`config.mk`:
```
export PLATFORM = sky130hd
export DESIGN_NAME = batch_io
export DESIGN_NICKNAME = d
export VERILOG_FILES = /design/src/rtl/batch_io_pkg.sv /design/src/rtl/batch_io_rd_skid2.sv /design/src/rtl/batch_io.sv
export SDC_FILE = /design/constraint.sdc
export NUM_CORES = 1
export LEC_CHECK = 0
export CORE_MARGIN = 1
export CORE_UTILIZATION = 35
export CTS_CLUSTER_DIAMETER = 80
export DETAILED_ROUTE_END_ITERATION = 16
export REMOVE_ABC_BUFFERS = 1
export SYNTH_ARGS = -nofsm -noshare
export SYNTH_HDL_FRONTEND = slang
export SYNTH_SLANG_ARGS = --single-unit
```
`constraint.sdc`:
```
create_clock -name clk -period 11.6 [get_ports clk]
set_input_delay 1.16 -clock clk [delete_from_list [all_inputs] [get_ports clk]]
set_output_delay 1.16 -clock clk [all_outputs]
set_load 0.01 [all_outputs]
```
`src/rtl/batch_io_pkg.sv`:
```
// Shared types and constants for the batch accelerator host-side stream endpoint.
package batch_io_pkg;
    localparam int DW_DEF    = 32;
    localparam int MAW_DEF   = 16;
    localparam int SRC_TOT_W = 18;

    typedef enum logic [2:0] {S_IDLE, S_PARAM, S_GAP, S_RUN, S_DONE} state_t;

    // (n_batch+1)*(src_len+1); the largest job is 256*512, which fits in 18 bits
    function automatic logic [SRC_TOT_W-1:0] src_total(input logic [7:0] n_batch,
                                                       input logic [8:0] src_len);
        return ({10'd0, n_batch} + 18'd1) * ({9'd0, src_len} + 18'd1);
    endfunction
endpackage

```
`src/rtl/batch_io_rd_skid2.sv`:
```
// Two-entry read-data skid FIFO for a memory with one cycle of read latency.
// It also decides when a new read may be issued without overflowing.
module rd_skid2 #(
    parameter int DW = 32
) (
    input  logic          clk,
    input  logic          reset_n,
    input  logic          rd_en,
    input  logic          pop,
    input  logic [DW-1:0] rd_data,
    output logic          issue,
    output logic          empty,
    output logic [DW-1:0] head
);
    logic [1:0][DW-1:0] mem_q, mem_d;
    logic               wp_q, wp_d, rp_q, rp_d, infl_q, infl_d;
    logic [1:0]         occ_q, occ_d;
    logic [2:0]         level;

    always_comb begin
        // A read is allowed only if its data is guaranteed a free slot on return
        level  = {1'b0, occ_q} + {2'b0, infl_q} - {2'b0, pop};
        issue  = rd_en && (level < 3'd2);
        empty  = (occ_q == 2'd0);
        head   = mem_q[rp_q];
        mem_d  = mem_q;
        wp_d   = wp_q;
        rp_d   = rp_q;
        infl_d = issue;
        occ_d  = occ_q + {1'b0, infl_q} - {1'b0, pop};
        if (infl_q) begin
            mem_d[wp_q] = rd_data;
            wp_d        = ~wp_q;
        end
        if (pop) rp_d = ~rp_q;
    end

    always_ff @(posedge clk) begin
        if (!reset_n) begin
            mem_q  <= '0;
            wp_q   <= 1'b0;
            rp_q   <= 1'b0;
            infl_q <= 1'b0;
            occ_q  <= 2'd0;
        end else begin
            mem_q  <= mem_d;
            wp_q   <= wp_d;
            rp_q   <= rp_d;
            infl_q <= infl_d;
            occ_q  <= occ_d;
        end
    end
endmodule

```
`src/rtl/batch_io.sv`:
```
// Host-side stream endpoint: streams weights then batch samples from source memory,
// and writes the result stream into result memory while checking its framing.
module batch_io
    import batch_io_pkg::*;
#(
    parameter int DW  = DW_DEF,
    parameter int MAW = MAW_DEF
) (
    input  logic           clk,
    input  logic           reset_n,
    input  logic           start,
    input  logic [9:0]     prm_len,
    input  logic [8:0]     src_len,
    input  logic [8:0]     dst_len,
    input  logic [7:0]     n_batch,
    output logic           busy,
    output logic           done,
    output logic           err,
    output logic           matw,
    output logic           run,
    output logic           last,
    output logic           src_valid,
    output logic [DW-1:0]  src_data,
    input  logic           src_ready,
    output logic           sm_rd,
    output logic [MAW-1:0] sm_a,
    input  logic [DW-1:0]  sm_q,
    input  logic           dst_valid,
    input  logic           dst_last,
    input  logic [DW-1:0]  dst_data,
    output logic           dst_ready,
    input  logic           rm_hold,
    output logic           rm_we,
    output logic [MAW-1:0] rm_a,
    output logic [DW-1:0]  rm_d
);
    state_t                 state_q, state_d;
    logic [SRC_TOT_W-1:0]   tot_q, tot_d, rd_rem_q, rd_rem_d, xfer_rem_q, xfer_rem_d;
    logic [MAW-1:0]         sm_a_q, sm_a_d, rm_a_q, rm_a_d;
    logic [8:0]             dst_len_q, dst_len_d, bcnt_q, bcnt_d;
    logic [7:0]             n_batch_q, n_batch_d, dbat_q, dbat_d;
    logic                   err_q, err_d, last_q, last_d, res_done_q, res_done_d;
    logic                   st_param, st_run, rd_en, pop, acc, fifo_empty;
    logic                   src_fin, fin_dst;
    logic [DW-1:0]          head;

    assign st_param  = (state_q == S_PARAM);
    assign st_run    = (state_q == S_RUN);
    assign rd_en     = (st_param || st_run) && (rd_rem_q != '0);
    assign src_valid = !fifo_empty && (st_param || st_run);
    // Weights load on valid alone; ready only matters in the data phase
    assign pop       = src_valid && (st_param || src_ready);
    assign src_data  = src_valid ? head : '0;
    assign sm_a      = sm_a_q;
    assign busy      = (state_q != S_IDLE);
    assign done      = (state_q == S_DONE);
    assign matw      = st_param;
    assign run       = st_run || done;
    assign last      = last_q;
    assign err       = err_q;
    assign dst_ready = run && !rm_hold;
    assign acc       = dst_valid && dst_ready;
    assign rm_we     = acc;
    assign rm_a      = rm_a_q;
    assign rm_d      = acc ? dst_data : '0;

    rd_skid2 #(.DW(DW)) u_skid (
        .clk     (clk),
        .reset_n (reset_n),
        .rd_en   (rd_en),
        .pop     (pop),
        .rd_data (sm_q),
        .issue   (sm_rd),
        .empty   (fifo_empty),
        .head    (head)
    );

    always_comb begin
        state_d    = state_q;
        tot_d      = tot_q;
        rd_rem_d   = rd_rem_q;
        xfer_rem_d = xfer_rem_q;
        sm_a_d     = sm_a_q;
        rm_a_d     = rm_a_q;
        dst_len_d  = dst_len_q;
        bcnt_d     = bcnt_q;
        n_batch_d  = n_batch_q;
        dbat_d     = dbat_q;
        err_d      = err_q;
        last_d     = last_q;
        res_done_d = res_done_q;

        if (sm_rd) begin
            rd_rem_d = rd_rem_q - 18'd1;
            sm_a_d   = sm_a_q + MAW'(1);
        end
        if (pop) xfer_rem_d = xfer_rem_q - 18'd1;
        src_fin = st_run && pop && (xfer_rem_q == 18'd1);
        if (src_fin) last_d = 1'b1;

        fin_dst = st_run && acc && dst_last && (dbat_q == n_batch_q) && !res_done_q;
        if (acc) begin
            rm_a_d = rm_a_q + MAW'(1);
            if (dst_last) begin
                if (bcnt_q != dst_len_q) err_d = 1'b1;
                bcnt_d = 9'd0;
                dbat_d = dbat_q + 8'd1;
            end else begin
                if (bcnt_q == dst_len_q) err_d = 1'b1;
                bcnt_d = bcnt_q + 9'd1;
            end
        end
        // Final result arriving while source beats are still owed is a framing error
        if (fin_dst && !(last_q || src_fin)) err_d = 1'b1;

        case (state_q)
            S_IDLE: if (start) begin
                err_d      = 1'b0;
                last_d     = 1'b0;
                res_done_d = 1'b0;
                sm_a_d     = '0;
                rm_a_d     = '0;
                bcnt_d     = 9'd0;
                dbat_d     = 8'd0;
                tot_d      = src_total(n_batch, src_len);
                dst_len_d  = dst_len;
                n_batch_d  = n_batch;
                rd_rem_d   = {8'd0, prm_len};
                xfer_rem_d = {8'd0, prm_len};
                state_d    = (prm_len != 10'd0) ? S_PARAM : S_GAP;
            end
            S_PARAM: if (pop && (xfer_rem_q == 18'd1)) state_d = S_GAP;
            S_GAP: begin
                rd_rem_d   = tot_q;
                xfer_rem_d = tot_q;
                state_d    = S_RUN;
            end
            S_RUN: begin
                if (fin_dst) res_done_d = 1'b1;
                if ((res_done_q || fin_dst) && (last_q || src_fin)) state_d = S_DONE;
            end
            S_DONE: begin
                last_d     = 1'b0;
                res_done_d = 1'b0;
                state_d    = S_IDLE;
            end
            default: state_d = S_IDLE;
        endcase
    end

    always_ff @(posedge clk) begin
        if (!reset_n) begin
            state_q    <= S_IDLE;
            tot_q      <= '0;
            rd_rem_q   <= '0;
            xfer_rem_q <= '0;
            sm_a_q     <= '0;
            rm_a_q     <= '0;
            dst_len_q  <= '0;
            bcnt_q     <= '0;
            n_batch_q  <= '0;
            dbat_q     <= '0;
            err_q      <= 1'b0;
            last_q     <= 1'b0;
            res_done_q <= 1'b0;
        end else begin
            state_q    <= state_d;
            tot_q      <= tot_d;
            rd_rem_q   <= rd_rem_d;
            xfer_rem_q <= xfer_rem_d;
            sm_a_q     <= sm_a_d;
            rm_a_q     <= rm_a_d;
            dst_len_q  <= dst_len_d;
            bcnt_q     <= bcnt_d;
            n_batch_q  <= n_batch_d;
            dbat_q     <= dbat_d;
            err_q      <= err_d;
            last_q     <= last_d;
            res_done_q <= res_done_d;
        end
    end
endmodule

```
==> results_tabular.tex, run 1 <==
\begin{tabular}{lr}
\hline
Metric & Value \\
\hline
\multicolumn{2}{l}{\textbf{Run status}} \\
Status & complete, no violations \\
\multicolumn{2}{l}{\textbf{Die}} \\
Die span in x & roughly 190 um \\
Top Ports & 213 \\
Floorplan Core Area & 0.0337 mm2 \\
Placement row count & 67 \\
Height of the die & approximately 190 um \\
DIE AREA & 0.0351 mm2 \\
Initial standard-cell utilization of the core & roughly 36\% \\
\multicolumn{2}{l}{\textbf{Clocking}} \\
Count of cells resized by post-cts repair & 0 \\
Number of buffers inserted during clock tree synthesis & 17 \\
Clk slew on worst S/H paths & around 0.08 ns \\
Hold bufs inserted after CTS & 0 \\
Number of H-tree levels & 4 \\
Post-CTS setup repair buffer count & 0 \\
Root buffer cell & sky130\_fd\_sc\_hd\_\_clkbuf\_16 \\
Total clock sinks & 195 \\
TritonCTS clock tree & yes \\
Maximum number of buffers from clock root to sink & 2 \\
Clk Latency, worst-skew pair & around 0.45 ns \\
\multicolumn{2}{l}{\textbf{Worst setup path}} \\
Worst flop-to-flop path startpoint & state\_q[1]\$\_SDFFE\_PN0P\_ \\
Reg-to-reg endpoint & sm\_a[15]\$\_SDFF\_PN0\_ \\
Maximum fanout along the worst path & 12 \\
Cell-by-cell trace of the critical path & clkdlybuf4s50\_1 > ha\_1 > and3\_1 > nor4b\_1 > xnor2\_1 > or2\_2 > fa\_1 > inv\_1 > fa\_1 > fa\_1 > inv\_1 > fa\_1 > inv\_1 > ha\_1 > a21boi\_0 > o211ai\_1 > a2111oi\_0 > nand3b\_1 \\
Largest stage delay on the critical path & 0.74 ns \\
Worst path slowest cell & sky130\_fd\_sc\_hd\_\_clkdlybuf4s50\_1 \\
Classification of the worst setup path & primary input to flip-flop \\
Required time at the worst-slack endpoint & about 12 ns \\
Data arrival time of the critical path & between 7 and 8 ns \\
Worst reg2reg setup slack & a little under 8 ns \\
Cells on worst reg2reg path & 15 \\
CP top delay family & adder cells \\
Worst Path Buf+Inv & 4 \\
Sort of element at the start of the critical path & primary input \\
Cell with the most instances on the worst path & sky130\_fd\_sc\_hd\_\_fa\_1 \\
Endpoint type of the worst setup path & flip-flop \\
\multicolumn{2}{l}{\textbf{Final layout}} \\
Most frequent cells in the layout & 241 x sky130\_fd\_sc\_hd\_\_nand2\_1, 212 x sky130\_fd\_sc\_hd\_\_clkdlybuf4s50\_1, 194 x sky130\_fd\_sc\_hd\_\_dfxtp\_1 \\
Number of fill cells & around 3400 \\
Net total in the final layout & roughly 1900 \\
Layout area overhead & 26.1\% \\
Most common library cell in the layout ignoring fill and taps & sky130\_fd\_sc\_hd\_\_nand2\_1 \\
Share of cells above drive strength 1 & 4.43\% \\
Final Core Density & between 40\% and 50\% \\
\multicolumn{2}{l}{\textbf{Timing}} \\
Total count of max-transition violations in the final report & 0 \\
Post-route clock skew & around 0.013 ns \\
Max frequency & 148 MHz \\
Worst hold slack & between 0.4 and 0.5 ns \\
Post-Route Setup TNS & 0 ns \\
Transition at the pin with the smallest max-transition slack & roughly 1.1 ns \\
Number of failing setup endpoints in the final timing report & 0 \\
Worst-case headroom to the max-slew limit & around 26\% \\
Number of hold violations in the final report & 0 \\
Final critical path time including I/O delays and setup & roughly 6.8 ns \\
Unrepaired setup endpoints after global routing & false \\
Final worst path period share & between 50\% and 60\% \\
\multicolumn{2}{l}{\textbf{Synth}} \\
Post-Synthesis Mean Instance Area & 8.00 um2 \\
Number of flip-flops and latches in the synthesized netlist & 195 \\
Post-synth top flop & sky130\_fd\_sc\_hd\_\_dfxtp\_1 \\
Post-synthesis instance area & around 0.012 mm2 \\
Portion of the post-synthesis area used by sequential elements & between 30\% and 40\% \\
Count of synthesis-stage warnings from yosys & 0 \\
Fraction of synthesis flops using an asynchronous set or reset pin & 0\% \\
EDFF count, synth & 0 \\
Top cells by area, synth & sky130\_fd\_sc\_hd\_\_dfxtp\_1 32\%, sky130\_fd\_sc\_hd\_\_fa\_1 9.5\%, sky130\_fd\_sc\_hd\_\_nand2\_1 7.5\% \\
Share of Yosys cell area claimed by the top area cell type & roughly 32\% \\
Number of instances in the synthesized netlist & approximately 1500 \\
Area leader, netlist & sky130\_fd\_sc\_hd\_\_dfxtp\_1 \\
Library cells used by synthesis & 65 \\
\multicolumn{2}{l}{\textbf{Detailed routing}} \\
Wire length per cell & roughly 14 um \\
Total via count after detailed routing & roughly 11000 \\
DR DRC count & 0 \\
Detailed router's first-iteration violation count & between 400 and 500 \\
Ratio of routed vias to standard cells & between 4 and 5 \\
Final wirelength & between 30000 and 40000 um \\
DRT Pass-1 Iters & 4 \\
Remaining antenna violation count & 0 \\
\multicolumn{2}{l}{\textbf{Min path}} \\
Path type of the worst min-delay path & flip-flop to flip-flop \\
Startpoint of the lowest-slack hold path & tot\_q[7]\$\_SDFFE\_PN0P\_ \\
Worst hold path endpoint & tot\_q[7]\$\_SDFFE\_PN0P\_ \\
Cells on Worst Hold Path & 2 \\
\multicolumn{2}{l}{\textbf{Place}} \\
Count of input and output buffers & approximately 210 \\
Hpwl dp & about 23000 um \\
RePlAce Congestion & 0.844 \\
\multicolumn{2}{l}{\textbf{Power and ir drop}} \\
Leak & 0.00576 uW \\
Power density over the cells & between 100 and 150 mW/mm2 \\
Peak supply drop & between 0.0001 and 0.00015 V \\
Pwr Total & around 2100 uW \\
\multicolumn{2}{l}{\textbf{Global route}} \\
Initial antenna violation count & 1 \\
Overflow after GRT & 0 \\
Number of global-route vias before repair & 10200 \\
Gr usage total & between 15 and 20\% \\
Pin count of the biggest net entering global routing & 91 \\
First-pass GRT wire length & 51600 um \\
\multicolumn{2}{l}{\textbf{Run}} \\
Max-cap violations & 0 \\
\hline
\end{tabular}
-- cells by family (layout without fill, tap and decap cells) --
| kind of cell | Yosys count | count (layout) | share of synthesized area (%) |
|---|---|---|---|
| mux | 34 | 34 | 2.83 |
| fa+ha+maj | 105 | 105 | 14.5 |
| compound gates | 235 | 235 | 11.1 |
| xor+xnor | 109 | 109 | 7.94 |
| simple gates | 656 | 656 | 25.6 |
| buf+inv | 170 | 358 | 5.60 |
| flops | 195 | 195 | 32.5 |
| other cells | 0 | 1 | 0 |
-- power breakdown --
group / internal [uW] / switching (uW) / total, uW
clock network: 333 / 300 / 633
registers: 714 / 42.2 / 756
logic: 291 / 380 / 671
-- final cells by class --
class	count	area, um2	share of cell area (%)
clock inverters	15	211	1.39
clock buffers	17	425	2.80
repair buffers	224	2210	14.6
well taps	448	561	3.69
inverters	102	385	2.54
flip-flops and latches	195	3910	25.7
multi-input cells	1139	7470	49.2
diodes	1	2.50	0.0165
-- cells in the mapped netlist, drive strengths merged, types with 16 or more instances --
cell	n
nand4	24
ha	48
nand2	241
or2	17
nor2	173
nand2b	22
a21oi	141
nor3	24
nand3	30
inv	99
clkbuf	54
xor2	56
xnor2	53
dfxtp	195
o21ai	51
or3	17
and2	39
nor4	16
fa	57
mux2i	34
-- worst reg2reg max path, delay by kind of cell, from the launching register on --
family | cells | cell delay (ns)
xor+xnor | 1 | 0.13
buf+inv | 4 | 0.52
compound gates | 2 | 0.30
fa+ha+maj | 3 | 0.80
flops | 1 | 0.66
simple gates | 5 | 1.30
-- through the flow --
stage               area [um2]  setup slack (ns)  std cells
floorplan                11700              5.77       1436
global placement         14500              4.64       2108
detailed placement       14500              4.42       2108
CTS                      15200              4.89       2140
global route             15200              4.45       2140
finish                   15200              4.84       2141
-- routing by layer --
| layer | vias to the layer above | share of wire [%] | track usage, % |
|---|---|---|---|
| met5 | - | 0 | 0 |
| met4 | 0 | 1.0 | 4.00 |
| met3 | 25 | 4.2 | 3.00 |
| met2 | 230 | 47 | 29.9 |
| met1 | 4970 | 47 | 23.6 |
| li1 | 5316 | - | - |
-- how the worst max path moves through the flow --
stage	startpoint	to	cells past startpoint
detailed placement	src_len[0]	tot_q[14]$_SDFFE_PN0P_	18
floorplan	src_len[0]	tot_q[14]$_SDFFE_PN0P_	17
global route	src_len[0]	tot_q[14]$_SDFFE_PN0P_	19
CTS	src_len[0]	tot_q[14]$_SDFFE_PN0P_	18
finish	src_len[0]	tot_q[14]$_SDFFE_PN0P_	18
global placement	n_batch[0]	tot_q[14]$_SDFFE_PN0P_	18
-- registers in the layout, indices dropped and copies added, names as in the netlist --
register and cells:
n_batch_q 8, u_skid.wp_q 1, u_skid.infl_q 1, state_q 3
sm_a 16, err 1, dbat_q 8, res_done_q 1
last 1, u_skid.occ_q 2, u_skid.rp_q 1, bcnt_q 9
rm_a 16, rd_rem_q 18, tot_q 18, xfer_rem_q 18
dst_len_q 9, u_skid.mem_q 64
(Power assumes the default switching activity.)
==> inputs of run 2 (changes only) <==
Clock period 11.6 ns to 5.52 ns, I/O delays scaled along.
==> results_tabular.tex, run 2 (synthesis results as in run 1) <==
\begin{tabular}{lr}
\hline
Metric & Value \\
\hline
\multicolumn{2}{l}{\textbf{Die}} \\
Die span in x & 187 um (unchanged) \\
Placement row count & 67 (unchanged) \\
Top Ports & 213 (unchanged) \\
Height of the die & 187 um (unchanged) \\
DIE AREA & 0.0351 mm2 (unchanged) \\
Initial standard-cell utilization of the core & 35.7\% (unchanged) \\
Floorplan Core Area & 0.0337 mm2 (unchanged) \\
\multicolumn{2}{l}{\textbf{Worst setup path}} \\
Cells on worst reg2reg path & 15 (unchanged) \\
Endpoint type of the worst setup path & flip-flop \\
Data arrival time of the critical path & 5.56 ns (-1.59 ns) \\
Maximum fanout along the worst path & 4 (-8) \\
Classification of the worst setup path & primary input to flip-flop \\
Required time at the worst-slack endpoint & 5.84 ns (-6.14 ns) \\
Sort of element at the start of the critical path & primary input \\
\multicolumn{2}{l}{\textbf{Global route}} \\
Gr usage total & 18.2\% (+0.45 points) \\
Number of global-route vias before repair & 10400 (+1.5\%) \\
Initial antenna violation count & 1 (unchanged) \\
Overflow after GRT & 0 (unchanged) \\
Pin count of the biggest net entering global routing & 71 (-22\%) \\
First-pass GRT wire length & 52600 um (+1.9\%) \\
\multicolumn{2}{l}{\textbf{Min path}} \\
Cells on Worst Hold Path & 2 (unchanged) \\
Path type of the worst min-delay path & flip-flop to flip-flop \\
\multicolumn{2}{l}{\textbf{Final layout}} \\
Most common library cell in the layout ignoring fill and taps & sky130\_fd\_sc\_hd\_\_nand2\_1 \\
Layout area overhead & 30.6\% \\
Final design instance area without fill & 0.0157 mm2 (+3.6\%) \\
Max FFs per register & 64 (unchanged) \\
Register with the highest flop count & u\_skid.mem\_q \\
Share of cells above drive strength 1 & 8.64\% (+4.2 points) \\
Most frequent cells in the layout & 241 x sky130\_fd\_sc\_hd\_\_nand2\_1, 210 x sky130\_fd\_sc\_hd\_\_clkdlybuf4s50\_1, 194 x sky130\_fd\_sc\_hd\_\_dfxtp\_1 \\
Net total in the final layout & 1959 (+3.6\%) \\
\multicolumn{2}{l}{\textbf{Place}} \\
Area after DPL & 0.0150 mm2 (+3.5\%) \\
Count of input and output buffers & 212 (unchanged) \\
Hpwl dp & 23400 um (+3.3\%) \\
RePlAce Congestion & 0.833 (-1.3\%) \\
\multicolumn{2}{l}{\textbf{Clocking}} \\
Maximum number of buffers from clock root to sink & 2 (unchanged) \\
Total clock sinks & 195 (unchanged) \\
Number of buffers inserted during clock tree synthesis & 17 (unchanged) \\
Hold bufs inserted after CTS & 0 (unchanged) \\
Clk slew on worst S/H paths & 0.08 ns (about the same) \\
Root buffer cell & sky130\_fd\_sc\_hd\_\_clkbuf\_16 \\
Number of H-tree levels & 4 (unchanged) \\
TritonCTS clock tree & yes \\
Clk Latency, worst-skew pair & 0.45 ns (about the same) \\
\multicolumn{2}{l}{\textbf{Timing}} \\
Total count of max-transition violations in the final report & 0 (unchanged) \\
Transition at the pin with the smallest max-transition slack & 1.13 ns (+0.0193 ns) \\
Worst hold slack & 0.455 ns (+0.00535 ns) \\
Max frequency & $\sim$190 MHz \\
Final critical path time including I/O delays and setup & 5.24 ns \\
Unrepaired setup endpoints after global routing & false \\
Number of failing setup endpoints in the final timing report & 0 (unchanged) \\
Number of hold violations in the final report & 0 (unchanged) \\
Worst-case headroom to the max-slew limit & 24.4\% (-1.3 points) \\
Post-route clock skew & 0.0125 ns (-0.000443 ns) \\
Final worst path period share & between 90\% and 100\% \\
\multicolumn{2}{l}{\textbf{Power and ir drop}} \\
Pwr Total & 4500 uW (+120\%) \\
Power density over the cells & 287 mW/mm2 (+110\%) \\
Leak & 0.00611 uW (+6.1\%) \\
Peak supply drop & 0.000249 V (+150\%) \\
\multicolumn{2}{l}{\textbf{Detailed routing}} \\
Wire length per cell & 14.4 um (-0.56\%) \\
Uppermost layer routed & met4 \\
Detailed router's first-iteration violation count & 519 (+10\%) \\
Remaining antenna violation count & 0 (unchanged) \\
DR DRC count & 0 (unchanged) \\
Final wirelength & 31800 um (+2.6\%) \\
Total met2 wirelength after detailed routing & 15400 um (+5.0\%) \\
DRT Pass-1 Iters & 5 (+1) \\
Total via count after detailed routing & 10700 (+1.9\%) \\
Ratio of routed vias to standard cells & 4.86 (-1.2\%) \\
Met3 layer wire length in the routed design & 1300 um (-0.61\%) \\
Metal1 wirelength & 14800 um (+0.92\%) \\
\multicolumn{2}{l}{\textbf{Run status}} \\
Status & complete, no violations \\
\multicolumn{2}{l}{\textbf{Run}} \\
Max-cap violations & 0 (unchanged) \\
\hline
\end{tabular}
## run 2: cell count changes in the layout (fill, tap and decap cells not counted), sizes merged
cell	previous run	this run
clkinv	9	7
dlymetal6s2s	0	2
inv	106	107
clkbuf	17	19
bufinv	2	1
clkdlybuf4s50	212	210
buf	12	80
## run 2: per-layer routing
layer | vias to the layer above | GRT usage [%]
met3 | 20 | 3.11
met1 | 5061 | 24.0
li1 | 5451 | -
met5 | - | 0
met2 | 214 | 31.2
met4 | 0 | 3.56
## run 2: path summary, 6_finish.rpt
kind | startpoint | endpoint | slack (ns)
max | src_len[1] | tot_q[16]$_SDFFE_PN0P_ | 0.28
min | u_skid.mem_q[51]$_SDFFE_PN0P_ | u_skid.mem_q[51]$_SDFFE_PN0P_ | 0.45
max reg2reg | state_q[0]$_SDFFE_PN0P_ | sm_a[10]$_SDFF_PN0_ | 1.75
min reg2reg | u_skid.mem_q[51]$_SDFFE_PN0P_ | u_skid.mem_q[51]$_SDFFE_PN0P_ | 0.45
## run 2: stage by stage
step	setup TNS [ns]	util, %	worst slack (ns)	std cells
2_1_floorplan	0	-	0.300	1436
3_3_place_gp	-2.20	44.6	-0.300	2176
3_5_place_dp	-3.10	44.6	-0.439	2176
4_1_cts	0	46.4	0.0332	2208
5_1_grt	0	46.6	0.000193	2208
6_report	0	46.6	0.277	2209
## run 2: timing repair
action	CTS	global route
endpoints found under the setup margin	0	10
resized for setup	0	18
buffers inserted	0	0
## run 2: worst max-delay path: stages
cell	delay (ns)
sky130_fd_sc_hd__clkdlybuf4s50_1	0.50
sky130_fd_sc_hd__nand4_1	0.11
sky130_fd_sc_hd__or2_2	0.34
sky130_fd_sc_hd__nor2_2	0.21
sky130_fd_sc_hd__xnor2_1	0.20
sky130_fd_sc_hd__nand2b_1	0.11
sky130_fd_sc_hd__fa_1	0.49
sky130_fd_sc_hd__inv_1	0.05
sky130_fd_sc_hd__fa_1	0.51
sky130_fd_sc_hd__inv_1	0.06
sky130_fd_sc_hd__fa_1	0.47
sky130_fd_sc_hd__fa_1	0.54
sky130_fd_sc_hd__inv_1	0.04
sky130_fd_sc_hd__ha_1	0.30
sky130_fd_sc_hd__buf_4	0.15
sky130_fd_sc_hd__o21ai_0	0.10
sky130_fd_sc_hd__a21boi_1	0.13
sky130_fd_sc_hd__buf_4	0.17
sky130_fd_sc_hd__o211a_1	0.23
sky130_fd_sc_hd__o2111ai_1	0.19
sky130_fd_sc_hd__nand4b_1	0.12
## run 2: layout make-up
| cell class | count | area (um2) |
|---|---|---|
| antenna | 1 | 2.50 |
| inverter | 102 | 385 |
| multi-input combinational | 1139 | 7520 |
| sequential | 195 | 3910 |
| tap | 448 | 561 |
| timing repair buffer | 292 | 2730 |
| clock inverter | 13 | 163 |
| fill | 3304 | 18000 |
| clock buffer | 19 | 443 |
## run 2: power breakdown
part	internal, uW	switching [uW]	total [uW]
sequential	1500	88.8	1590
combinational	769	862	1630
clock	663	619	1280
total	2930	1570	4500
==> inputs of run 3 (changes only) <==
Settings changed: CORE_MARGIN 1 to 3.
==> results_tabular.tex, run 3 (synthesis results as in run 1) <==
\begin{tabular}{lr}
\hline
Metric & Value \\
\hline
\multicolumn{2}{l}{\textbf{Final layout}} \\
Number of fill cells & 3406 (+3.1\%) \\
Register with the highest flop count & u\_skid.mem\_q \\
FF+latch area & 0.00391 mm2 (unchanged) \\
Multi-input combinational cell area & 0.00753 mm2 (+0.13\%) \\
Most frequent cells in the layout & 241 x sky130\_fd\_sc\_hd\_\_nand2\_1, 211 x sky130\_fd\_sc\_hd\_\_clkdlybuf4s50\_1, 194 x sky130\_fd\_sc\_hd\_\_dfxtp\_1 \\
Final design instance area without fill & 0.0157 mm2 (-0.26\%) \\
Share of cells above drive strength 1 & 8.48\% (-0.16 points) \\
Most common library cell in the layout ignoring fill and taps & sky130\_fd\_sc\_hd\_\_nand2\_1 \\
Max FFs per register & 64 (unchanged) \\
Final Core Density & 46.5\% (-0.12 points) \\
Layout area overhead & 30.3\% \\
Number of antenna repair diodes & 0 (-1) \\
Net total in the final layout & 1956 (-0.15\%) \\
\multicolumn{2}{l}{\textbf{Timing}} \\
Transition at the pin with the smallest max-transition slack & 1.11 ns (-0.0224 ns) \\
Worst-case headroom to the max-slew limit & 25.9\% (+1.5 points) \\
Max frequency & 191 MHz (+0.26\%) \\
Total count of max-transition violations in the final report & 0 (unchanged) \\
Number of hold violations in the final report & 0 (unchanged) \\
Final worst path period share & 94.7\% (-0.25 points) \\
Final critical path time including I/O delays and setup & 5.23 ns (-0.0136 ns) \\
Post-route clock skew & 0.00918 ns (-0.00329 ns) \\
Number of failing setup endpoints in the final timing report & 0 (unchanged) \\
Worst hold slack & 0.452 ns (-0.00337 ns) \\
Least setup slack across all paths after layout & 0.291 ns (+0.0136 ns) \\
\multicolumn{2}{l}{\textbf{Worst setup path}} \\
Cells on worst reg2reg path & 15 (unchanged) \\
Maximum fanout along the worst path & 5 (+1) \\
Endpoint type of the worst setup path & flip-flop \\
Data arrival time of the critical path & 5.55 ns (about the same) \\
Setup crit start & src\_len[1] \\
Endpoint of the worst setup timing path & tot\_q[16]\$\_SDFFE\_PN0P\_ \\
Sort of element at the start of the critical path & primary input \\
Worst reg2reg setup slack & 1.80 ns (+0.05 ns) \\
Classification of the worst setup path & primary input to flip-flop \\
Worst flop-to-flop path startpoint & state\_q[1]\$\_SDFFE\_PN0P\_ \\
Required time at the worst-slack endpoint & 5.84 ns (about the same) \\
Reg-to-reg endpoint & sm\_a[15]\$\_SDFF\_PN0\_ \\
\multicolumn{2}{l}{\textbf{Detailed routing}} \\
Detailed router's first-iteration violation count & 614 (+18\%) \\
Total via count after detailed routing & 10700 (-0.34\%) \\
Ratio of routed vias to standard cells & 4.86 (-0.15\%) \\
DRT Pass-1 Iters & 5 (unchanged) \\
Remaining antenna violation count & 0 (unchanged) \\
DR DRC count & 0 (unchanged) \\
Wire length per cell & 14.4 um (-0.15\%) \\
Final wirelength & 31700 um (-0.33\%) \\
\multicolumn{2}{l}{\textbf{Clocking}} \\
Clk slew on worst S/H paths & 0.07 ns (about the same) \\
Clk Latency, worst-skew pair & 0.44 ns (about the same) \\
Count of cells resized by post-cts repair & 0 (unchanged) \\
Hold bufs inserted after CTS & 0 (unchanged) \\
Post-CTS setup repair buffer count & 0 (unchanged) \\
TritonCTS clock tree & yes \\
Maximum number of buffers from clock root to sink & 2 (unchanged) \\
Root buffer cell & sky130\_fd\_sc\_hd\_\_clkbuf\_16 \\
Number of H-tree levels & 4 (unchanged) \\
Total clock sinks & 195 (unchanged) \\
Number of buffers inserted during clock tree synthesis & 17 (unchanged) \\
\multicolumn{2}{l}{\textbf{Die}} \\
Die span in x & 191 um (+2.1\%) \\
Floorplan Core Area & 0.0337 mm2 (unchanged) \\
Initial standard-cell utilization of the core & 35.7\% (unchanged) \\
Height of the die & 191 um (+2.1\%) \\
DIE AREA & 0.0366 mm2 (+4.3\%) \\
Top Ports & 213 (unchanged) \\
Placement row count & 67 (unchanged) \\
\multicolumn{2}{l}{\textbf{Power and ir drop}} \\
Pwr Total & 4430 uW (-1.5\%) \\
Power density over the cells & 283 mW/mm2 (-1.2\%) \\
Leak & 0.00607 uW (-0.68\%) \\
Peak supply drop & 0.000237 V (-4.9\%) \\
\multicolumn{2}{l}{\textbf{Run status}} \\
Status & complete, no violations \\
\multicolumn{2}{l}{\textbf{Global route}} \\
Overflow after GRT & 0 (unchanged) \\
Number of global-route vias before repair & 10400 (+0.23\%) \\
Gr usage total & 17.0\% (-1.2 points) \\
Pin count of the biggest net entering global routing & 79 (+11\%) \\
Initial antenna violation count & 1 (unchanged) \\
First-pass GRT wire length & 51400 um (-2.2\%) \\
\multicolumn{2}{l}{\textbf{Place}} \\
DP Worst Slack & -0.374 ns (+0.0648 ns) \\
RePlAce Congestion & 0.859 (+3.0\%) \\
Area after DPL & 0.0150 mm2 (-0.15\%) \\
Count of input and output buffers & 212 (unchanged) \\
Hpwl dp & 23500 um (+0.12\%) \\
\multicolumn{2}{l}{\textbf{Min path}} \\
Path type of the worst min-delay path & flip-flop to flip-flop \\
\multicolumn{2}{l}{\textbf{Run}} \\
Max-cap violations & 0 (unchanged) \\
\hline
\end{tabular}
run 3: cell count changes in the layout (fill, tap and decap cells not counted), moves of 2 or more:
cell / before / now
sky130_fd_sc_hd__clkinv_2: 2 / 4
sky130_fd_sc_hd__clkinvlp_4: 0 / 3
sky130_fd_sc_hd__inv_6: 6 / 2
sky130_fd_sc_hd__buf_4: 80 / 77
sky130_fd_sc_hd__clkinv_8: 3 / 0
sky130_fd_sc_hd__inv_8: 2 / 4
sky130_fd_sc_hd__nor2_2: 4 / 2
run 3: layout make-up:
| cell class | count | share of cell area [%] |
|---|---|---|
| inverter | 102 | 2.46 |
| clock inverter | 14 | 0.910 |
| tap | 448 | 3.58 |
| sequential | 195 | 24.9 |
| clock buffer | 18 | 2.80 |
| multi-input combinational | 1139 | 48.1 |
| timing repair buffer | 289 | 17.2 |
run 3: stage by stage:
stage | std cells | TNS [ns]
after floorplan | 1436 | 0
after global placement | 2173 | -1.66
after detailed placement | 2173 | -2.55
after CTS | 2205 | 0
after global routing | 2205 | -0.0334
final | 2205 | 0
run 3: report_power, final:
| part | internal (uW) | leakage, uW | switching, uW | total (uW) |
|---|---|---|---|---|
| combinational | 758 | 0.00420 | 848 | 1610 |
| clock | 649 | 0.000281 | 592 | 1240 |
| sequential | 1500 | 0.00158 | 87.8 | 1590 |
run 3: worst min path at each step:
stage / cells after the start / startpoint / to
2_1_floorplan: 2 / tot_q[7]$_SDFFE_PN0P_ / tot_q[7]$_SDFFE_PN0P_
3_3_place_gp: 2 / tot_q[7]$_SDFFE_PN0P_ / tot_q[7]$_SDFFE_PN0P_
3_5_place_dp: 2 / tot_q[7]$_SDFFE_PN0P_ / tot_q[7]$_SDFFE_PN0P_
4_1_cts: 2 / tot_q[7]$_SDFFE_PN0P_ / tot_q[7]$_SDFFE_PN0P_
5_1_grt: 2 / u_skid.mem_q[25]$_SDFFE_PN0P_ / u_skid.mem_q[25]$_SDFFE_PN0P_
6_report: 2 / tot_q[7]$_SDFFE_PN0P_ / tot_q[7]$_SDFFE_PN0P_
run 3: critical path: stages:
cell and delay, ns:
sky130_fd_sc_hd__clkdlybuf4s50_1 0.51, sky130_fd_sc_hd__nand4_1 0.12, sky130_fd_sc_hd__or2_2 0.35, sky130_fd_sc_hd__xor2_2 0.19
sky130_fd_sc_hd__or2_2 0.32, sky130_fd_sc_hd__fa_1 0.45, sky130_fd_sc_hd__fa_1 0.49, sky130_fd_sc_hd__inv_1 0.06
sky130_fd_sc_hd__fa_1 0.52, sky130_fd_sc_hd__inv_1 0.05, sky130_fd_sc_hd__fa_1 0.52, sky130_fd_sc_hd__inv_1 0.04
sky130_fd_sc_hd__ha_1 0.22, sky130_fd_sc_hd__or4_1 0.59, sky130_fd_sc_hd__o211a_1 0.25, sky130_fd_sc_hd__o2111ai_1 0.18
sky130_fd_sc_hd__nand4b_1 0.12
run 3: layer usage:
| metal | share of wire, % | wire length, um | track usage (%) |
|---|---|---|---|
| met4 | 0.81 | 257 | 2.88 |
| met2 | 47 | 15000 | 28.7 |
| met5 | 0.063 | 20 | 0 |
| met1 | 47 | 14800 | 22.9 |
| met3 | 4.9 | 1540 | 3.26 |
